$ cat src/rtl/fxp_seq_alu_if.sv
// Operation bus between the calculator input logic and the fixed-point ALU core.
interface fxp_seq_alu_if #(
  parameter int unsigned W = 8
);
  logic         start;
  logic [1:0]   op;
  logic [W-1:0] a;
  logic [W-1:0] b;
  logic [W-1:0] result;
  logic         neg;
  logic         ovf;
  logic         dz;
  logic         busy;
  logic         done;

  modport master (
    output start, op, a, b,
    input  result, neg, ovf, dz, busy, done
  );

  modport slave (
    input  start, op, a, b,
    output result, neg, ovf, dz, busy, done
  );
endinterface

$ cat src/rtl/fxp_seq_alu.sv
// Unsigned UQ(W-F).F sequential ALU: single-cycle ADD/SUB, bit-serial MUL and restoring DIV.
// Optional build macro SATURATE_EN clamps overflowed results to all-ones instead of wrapping.
module fxp_seq_alu #(
  parameter int unsigned W = 8,
  parameter int unsigned F = 4
) (
  input  logic         clk,
  input  logic         rst_n,
  fxp_seq_alu_if.slave bus
);
  localparam int unsigned PW = 2 * W;
  localparam int unsigned QW = W + F;
  localparam int unsigned CW = $clog2(W + F + 1);

  typedef enum logic [1:0] {S_IDLE, S_MUL, S_DIV, S_DONE} state_t;
  typedef enum logic [1:0] {OP_ADD, OP_SUB, OP_MUL, OP_DIV} op_t;

  state_t        state, state_d;
  op_t           op_q, op_d;
  logic [W-1:0]  a_q, a_d, b_q, b_d;
  logic [PW-1:0] prod_q, prod_d;
  logic [QW-1:0] quo_q, quo_d;
  logic [W-1:0]  rem_q, rem_d;
  logic [CW-1:0] cnt_q, cnt_d;
  logic [W-1:0]  result_q, result_d;
  logic          neg_q, neg_d, ovf_q, ovf_d, dz_q, dz_d, busy_q, busy_d, done_q, done_d;

  logic [W:0]    add_sum, mul_sum, rem_sh;
  logic [W-1:0]  sub_mag, raw;
  logic          raw_neg, raw_ovf, raw_dz, q_bit;

  // Iteration datapath: one partial-product add and one trial subtraction per clock.
  assign add_sum = {1'b0, a_q} + {1'b0, b_q};
  assign sub_mag = (a_q >= b_q) ? (a_q - b_q) : (b_q - a_q);
  assign mul_sum = {1'b0, prod_q[PW-1:W]} + (prod_q[0] ? {1'b0, a_q} : {(W+1){1'b0}});
  assign rem_sh  = {rem_q, quo_q[QW-1]};
  assign q_bit   = (rem_sh >= {1'b0, b_q});

  // Final result and flag selection, evaluated while in DONE.
  always_comb begin
    raw     = '0;
    raw_neg = 1'b0;
    raw_ovf = 1'b0;
    raw_dz  = 1'b0;
    unique case (op_q)
      OP_ADD: begin
        raw     = add_sum[W-1:0];
        raw_ovf = add_sum[W];
      end
      OP_SUB: begin
        raw     = sub_mag;
        raw_neg = (a_q < b_q);
      end
      OP_MUL: begin
        raw     = prod_q[W+F-1:F];
        raw_ovf = ((prod_q >> (W + F)) != '0);
      end
      OP_DIV: begin
        if (b_q == '0) begin
          raw    = '1;
          raw_dz = 1'b1;
        end else begin
          raw     = quo_q[W-1:0];
          raw_ovf = ((quo_q >> W) != '0);
        end
      end
      default: ;
    endcase
`ifdef SATURATE_EN
    if (raw_ovf) raw = '1;
`else
    raw = raw;
`endif
  end

  // Next-state and next-output logic.
  always_comb begin
    state_d  = state;
    op_d     = op_q;
    a_d      = a_q;
    b_d      = b_q;
    prod_d   = prod_q;
    quo_d    = quo_q;
    rem_d    = rem_q;
    cnt_d    = cnt_q;
    result_d = result_q;
    neg_d    = neg_q;
    ovf_d    = ovf_q;
    dz_d     = dz_q;
    busy_d   = 1'b0;
    done_d   = 1'b0;
    unique case (state)
      S_IDLE: begin
        if (bus.start) begin
          op_d   = op_t'(bus.op);
          a_d    = bus.a;
          b_d    = bus.b;
          neg_d  = 1'b0;
          ovf_d  = 1'b0;
          dz_d   = 1'b0;
          prod_d = PW'(bus.b);
          quo_d  = QW'(bus.a) << F;
          rem_d  = '0;
          state_d = S_DONE;
          if (op_t'(bus.op) == OP_MUL) begin
            state_d = S_MUL;
            cnt_d   = CW'(W - 1);
            busy_d  = 1'b1;
          end else if (op_t'(bus.op) == OP_DIV && bus.b != '0) begin
            state_d = S_DIV;
            cnt_d   = CW'(W + F - 1);
            busy_d  = 1'b1;
          end
        end
      end
      S_MUL: begin
        prod_d = PW'({mul_sum, prod_q[W-1:0]} >> 1);
        cnt_d  = CW'(cnt_q - 1'b1);
        busy_d = 1'b1;
        if (cnt_q == '0) begin
          state_d = S_DONE;
          busy_d  = 1'b0;
        end
      end
      S_DIV: begin
        rem_d  = q_bit ? W'(rem_sh - {1'b0, b_q}) : rem_sh[W-1:0];
        quo_d  = (quo_q << 1) | QW'(q_bit);
        cnt_d  = CW'(cnt_q - 1'b1);
        busy_d = 1'b1;
        if (cnt_q == '0) begin
          state_d = S_DONE;
          busy_d  = 1'b0;
        end
      end
      S_DONE: begin
        result_d = raw;
        neg_d    = raw_neg;
        ovf_d    = raw_ovf;
        dz_d     = raw_dz;
        done_d   = 1'b1;
        state_d  = S_IDLE;
      end
      default: state_d = S_IDLE;
    endcase
  end

  always_ff @(posedge clk) begin
    if (!rst_n) begin
      state    <= S_IDLE;
      op_q     <= OP_ADD;
      a_q      <= '0;
      b_q      <= '0;
      prod_q   <= '0;
      quo_q    <= '0;
      rem_q    <= '0;
      cnt_q    <= '0;
      result_q <= '0;
      neg_q    <= 1'b0;
      ovf_q    <= 1'b0;
      dz_q     <= 1'b0;
      busy_q   <= 1'b0;
      done_q   <= 1'b0;
    end else begin
      state    <= state_d;
      op_q     <= op_d;
      a_q      <= a_d;
      b_q      <= b_d;
      prod_q   <= prod_d;
      quo_q    <= quo_d;
      rem_q    <= rem_d;
      cnt_q    <= cnt_d;
      result_q <= result_d;
      neg_q    <= neg_d;
      ovf_q    <= ovf_d;
      dz_q     <= dz_d;
      busy_q   <= busy_d;
      done_q   <= done_d;
    end
  end

  assign bus.result = result_q;
  assign bus.neg    = neg_q;
  assign bus.ovf    = ovf_q;
  assign bus.dz     = dz_q;
  assign bus.busy   = busy_q;
  assign bus.done   = done_q;
endmodule

$ cat src/flat_wrapper.sv
// flat-port wrapper written by rule: the top's interface ports become plain ports
module fxp_seq_alu_flat 
#(
  parameter int unsigned W = 8,
  parameter int unsigned F = 4
)
  (clk, rst_n, bus_start, bus_op, bus_a, bus_b, bus_result, bus_neg, bus_ovf, bus_dz, bus_busy, bus_done);
  fxp_seq_alu_if #(.W(W)) bus_i ();
  input  logic clk;
  input  logic rst_n;
  input wire logic [$bits(bus_i.start)-1:0] bus_start;
  input wire logic [$bits(bus_i.op)-1:0] bus_op;
  input wire logic [$bits(bus_i.a)-1:0] bus_a;
  input wire logic [$bits(bus_i.b)-1:0] bus_b;
  output wire logic [$bits(bus_i.result)-1:0] bus_result;
  output wire logic [$bits(bus_i.neg)-1:0] bus_neg;
  output wire logic [$bits(bus_i.ovf)-1:0] bus_ovf;
  output wire logic [$bits(bus_i.dz)-1:0] bus_dz;
  output wire logic [$bits(bus_i.busy)-1:0] bus_busy;
  output wire logic [$bits(bus_i.done)-1:0] bus_done;
  assign bus_i.start = bus_start;
  assign bus_i.op = bus_op;
  assign bus_i.a = bus_a;
  assign bus_i.b = bus_b;
  assign bus_result = bus_i.result;
  assign bus_neg = bus_i.neg;
  assign bus_ovf = bus_i.ovf;
  assign bus_dz = bus_i.dz;
  assign bus_busy = bus_i.busy;
  assign bus_done = bus_i.done;
  fxp_seq_alu #(.W(W), .F(F)) u_core (.clk(clk), .rst_n(rst_n), .bus(bus_i));
endmodule
$ cat config.mk
export PLATFORM = sky130hd
export DESIGN_NAME = fxp_seq_alu_flat
export DESIGN_NICKNAME = d
export VERILOG_FILES = /design/src/rtl/fxp_seq_alu_if.sv /design/src/rtl/fxp_seq_alu.sv /design/src/flat_wrapper.sv
export SDC_FILE = /design/constraint.sdc
export NUM_CORES = 1
export LEC_CHECK = 0
export BUFFER_PORTS_ARGS = -buffer_cell sky130_fd_sc_hd__buf_2
export CAP_MARGIN = 20
export CORE_MARGIN = 5
export CORE_UTILIZATION = 25
export DETAILED_ROUTE_END_ITERATION = 8
export PLACE_DENSITY = 0.47
export SLEW_MARGIN = 10
export SYNTH_ARGS = -nofsm -noshare
export SYNTH_HDL_FRONTEND = slang
export SYNTH_SLANG_ARGS = --single-unit
export TNS_END_PERCENT = 50
$ cat constraint.sdc
create_clock -name clk -period 2.85 [get_ports clk]
set_input_delay 0.285 -clock clk [delete_from_list [all_inputs] [get_ports clk]]
set_output_delay 0.285 -clock clk [all_outputs]
set_load 0.01 [all_outputs]
==> flow_summary_export.csv <==
group,metric,value,unit
sta,fin_crit_sh,90.5,%
sta,rsz0062_at_grt,"false",
logic_synthesis,yosys_warnings,0,
logic_synthesis,synth_ff_type,"dfxtp_1",
place,dp_cells,929,
pwr,p_total,0.00531,W
logic_synthesis,yosysSeqAreaShare,28.2,%
grt,grt_pass1_vias,4486,
clock_tree,ctsHoldBuffers,0,
cells_and_area,final_cells,945,
flow_run,drv_cap,0,
floorplanning,placementRows,52,
grt,antenna_found_initial,0,
sta,finalCriticalPeriod,2.58,ns
clock_tree,cts_tree,"yes",
logic_synthesis,yosysTopAreaCell,"dfxtp_1",
grt,grt_pass1_wl,25.5,mm
sta,fmax,0.388,GHz
clock_tree,cts_max_level,3,
setup_path,crit_fanout,7,
hold_path,hold_path.class,"in2reg",
setup_path,required,3.08,ns
logic_synthesis,synth_async_sr_flop_share,0,%
routing,wl_per_cell,17.1,um
logic_synthesis,synth_area_leaders,"dfxtp_1 (28%), ha_1 (11%), nand2_1 (6.4%)",
cells_and_area,diodes,0,
routing,routed_wl,16.1,mm
place,dp_hpwl,12.7,mm
clock_tree,cts_sinks,73,
clock_tree,cts_setup_buffers,0,
cells_and_area,area_growth,16.2,%
grt,grt_use_total,13.6,%
clock_tree,cts.path.max_buffers,2,
clock_tree,cts-buffers-inserted,9,
floorplanning,io-pin-count,34,
sta,worst_slew_pin_slew,0.699,ns
place,place_congestion,0.870,
setup_path,worst_setup_path_end_kind,"flop",
floorplanning,dieArea,23700,um^2
clock_tree,clk_pin_slew,0.06,ns
routing,num_vias,4688,
routing,drc,0,
place,io_buffer_count,33,
pwr,irDropWorstVdd,0.376,mV
logic_synthesis,synth_edf_count,0,
routing,antenna_left,0,
logic_synthesis,synthesis.area,5180,um^2
clock_tree,clk_latency,0.35,ns
grt,overflow,0,
logic_synthesis,synth_cell_type_count,65,
setup_path,startpoint_type,"flop",
pwr,p_per_area,882,nW/um^2
floorplanning,initial_core_util,25.5,%
setup_path,crit_arrival,2.81,ns
logic_synthesis,synth_top_area_share,28.2,%
logic_synthesis,synth_nets,705,
clock_tree,cts_resized,0,
sta,finalHoldViolCount,0,
cells_and_area,layout-drive-gt1-share,14.1,%
sta,relSlewSlack,52.2,%
routing,drtIter0Drc,295,
pwr,p_leak,2.64,nW
grt,grt_max_degree,34,
cells_and_area,nNetsFinal,740,
routing,first_pass_iters,5,
logic_synthesis,syn_area_per_cell,8.16,um^2
floorplanning,dieHeight,154,um
outcome,run_status,"complete, no violations",
floorplanning,die_w,154,um
floorplanning,core_region_area,20300,um^2
sta,clock_skew,0.00751,ns
routing,via_per_inst,4.96,
clock_tree,clockRootBuffer,"clkbuf_16",
sta,maxSlewViolCount,0,
sta,tns,0,ns
setup_path,critical_path_class,"reg2reg",
logic_synthesis,ys_ff_latch,73,
sta,setup_viol,0,
logic_synthesis,syn_inst,635,
[cells in the mapped netlist, drive strengths merged (3+ instances only)]
cell type and count:
a211o 4, o211ai 4, nand2b 8, o21ai 39
o311a 3, o31ai 8, ha 44, o21a 7
a21boi 21, dfxtp 73, xnor2 8, a32oi 4
and3 4, a21o 5, o211a 19, buf 12
nand4 3, or4 10, nor2b 17, xor2 4
and2 17, clkbuf 20, a21oi 36, nor2 29
inv 41, nand2 90, mux2i 22, nor4 5
fa 5, nor3 6, a211oi 4, or3 6
mux2 4, a22oi 9, nand3 17, o221ai 3
a31oi 4
[placed cells by master, fill, tap and decap left out, drive strengths merged, types with 5 or more instances in the layout]
master	netlist	layout
nand3	17	17
o21ai	39	39
nor2b	17	17
dfxtp	73	73
mux2i	22	22
clkbuf	20	12
nor3	6	6
xnor2	8	8
inv	41	41
o21a	7	7
and2	17	17
nand2b	8	8
o211a	19	19
nor2	29	29
buf	12	56
ha	44	44
a21oi	36	36
o31ai	8	8
or3	6	6
a21boi	21	21
nand2	90	90
a22oi	9	9
fa	5	5
a21o	5	5
nor4	5	5
or4	10	10
[layout make-up]
cell class                      count  area [um^2]
Timing Repair Buffer               56          338
Fill cell                        2246        14300
Inverter                           41          154
Multi-Input combinational cell    489         3420
Sequential cell                    73         1460
Clock inverter                      4         51.3
Clock buffer                       12          256
Tap cell                          270          338
[where the power goes]
group          switching, W  leakage [nW]  internal, W  total, W
combinational       0.00161          1.89      0.00106   0.00268
clock              0.000474         0.149     0.000726   0.00120
sequential         0.000200         0.596      0.00123   0.00143
total               0.00229          2.64      0.00302   0.00531
[worst max-delay path: stages (launching register included)]
cell and delay [ns]:
dfxtp_1 0.56, ha_1 0.35, nand2b_1 0.19, a2111oi_0 0.68
buf_4 0.23, nor3_1 0.06, xnor2_1 0.14, a21oi_1 0.16
a31oi_1 0.09
[metrics by stage]
stage | instance area (um^2) | hold slack, ns | setup slack, ns | util (%)
2_1_floorplan | 5180 | 0.430 | 0.530 | -
3_3_place_gp | 5710 | 0.463 | 0.314 | 28.1
3_5_place_dp | 5710 | 0.462 | 0.357 | 28.1
4_1_cts | 6020 | 0.187 | 0.329 | 29.6
5_1_grt | 6020 | 0.200 | 0.177 | 29.6
6_report | 6020 | 0.197 | 0.271 | 29.6
[cell families (layout without fill, tap and decap cells)]
kind of cell,Yosys count,in the layout,share of synthesized area [%]
adder cells (fa/ha/maj),49,49,12.6
buffers and inverters,73,113,5.80
flip-flops,73,73,28.2
multiplexers,26,26,5.19
XOR/XNOR,12,12,2.03
AO/OA/AOI/OAI,184,184,25.4
AND/OR/NAND/NOR,218,218,20.8
[metal layers]
layer	GRT usage, %	wire, um	vias up
met5	0	0	-
met4	3.53	202	0
met3	2.59	560	19
met2	20.2	6850	88
met1	20.1	8530	2240
li1	-	-	2341
[path summary, 6_finish.rpt]
check,depth (start not counted),slack [ns],endpoint,from
worst min-delay path,3,0.20,u_core.a_q[5]$_SDFFE_PN0P_,bus_a[5]
worst min register to register,2,0.47,u_core.rem_q[0]$_SDFFE_PN0P_,u_core.rem_q[0]$_SDFFE_PN0P_
worst max-delay path,8,0.27,u_core.bus.result[5]$_SDFFE_PN0P_,u_core.a_q[1]$_SDFFE_PN0P_
worst max register to register,8,0.27,u_core.bus.result[5]$_SDFFE_PN0P_,u_core.a_q[1]$_SDFFE_PN0P_
[sequential cells by signal, summed over array words and instances (netlist names)]
name               cells
u_core.prod_q         16
u_core.quo_q          12
u_core.a_q             8
u_core.b_q             8
u_core.bus.result      8
u_core.rem_q           8
u_core.cnt_q           4
u_core.op_q            2
u_core.state           2
u_core.bus.busy        1
u_core.bus.done        1
u_core.bus.dz          1
u_core.bus.neg         1
u_core.bus.ovf         1
Power figures use the tool's default switching activity.
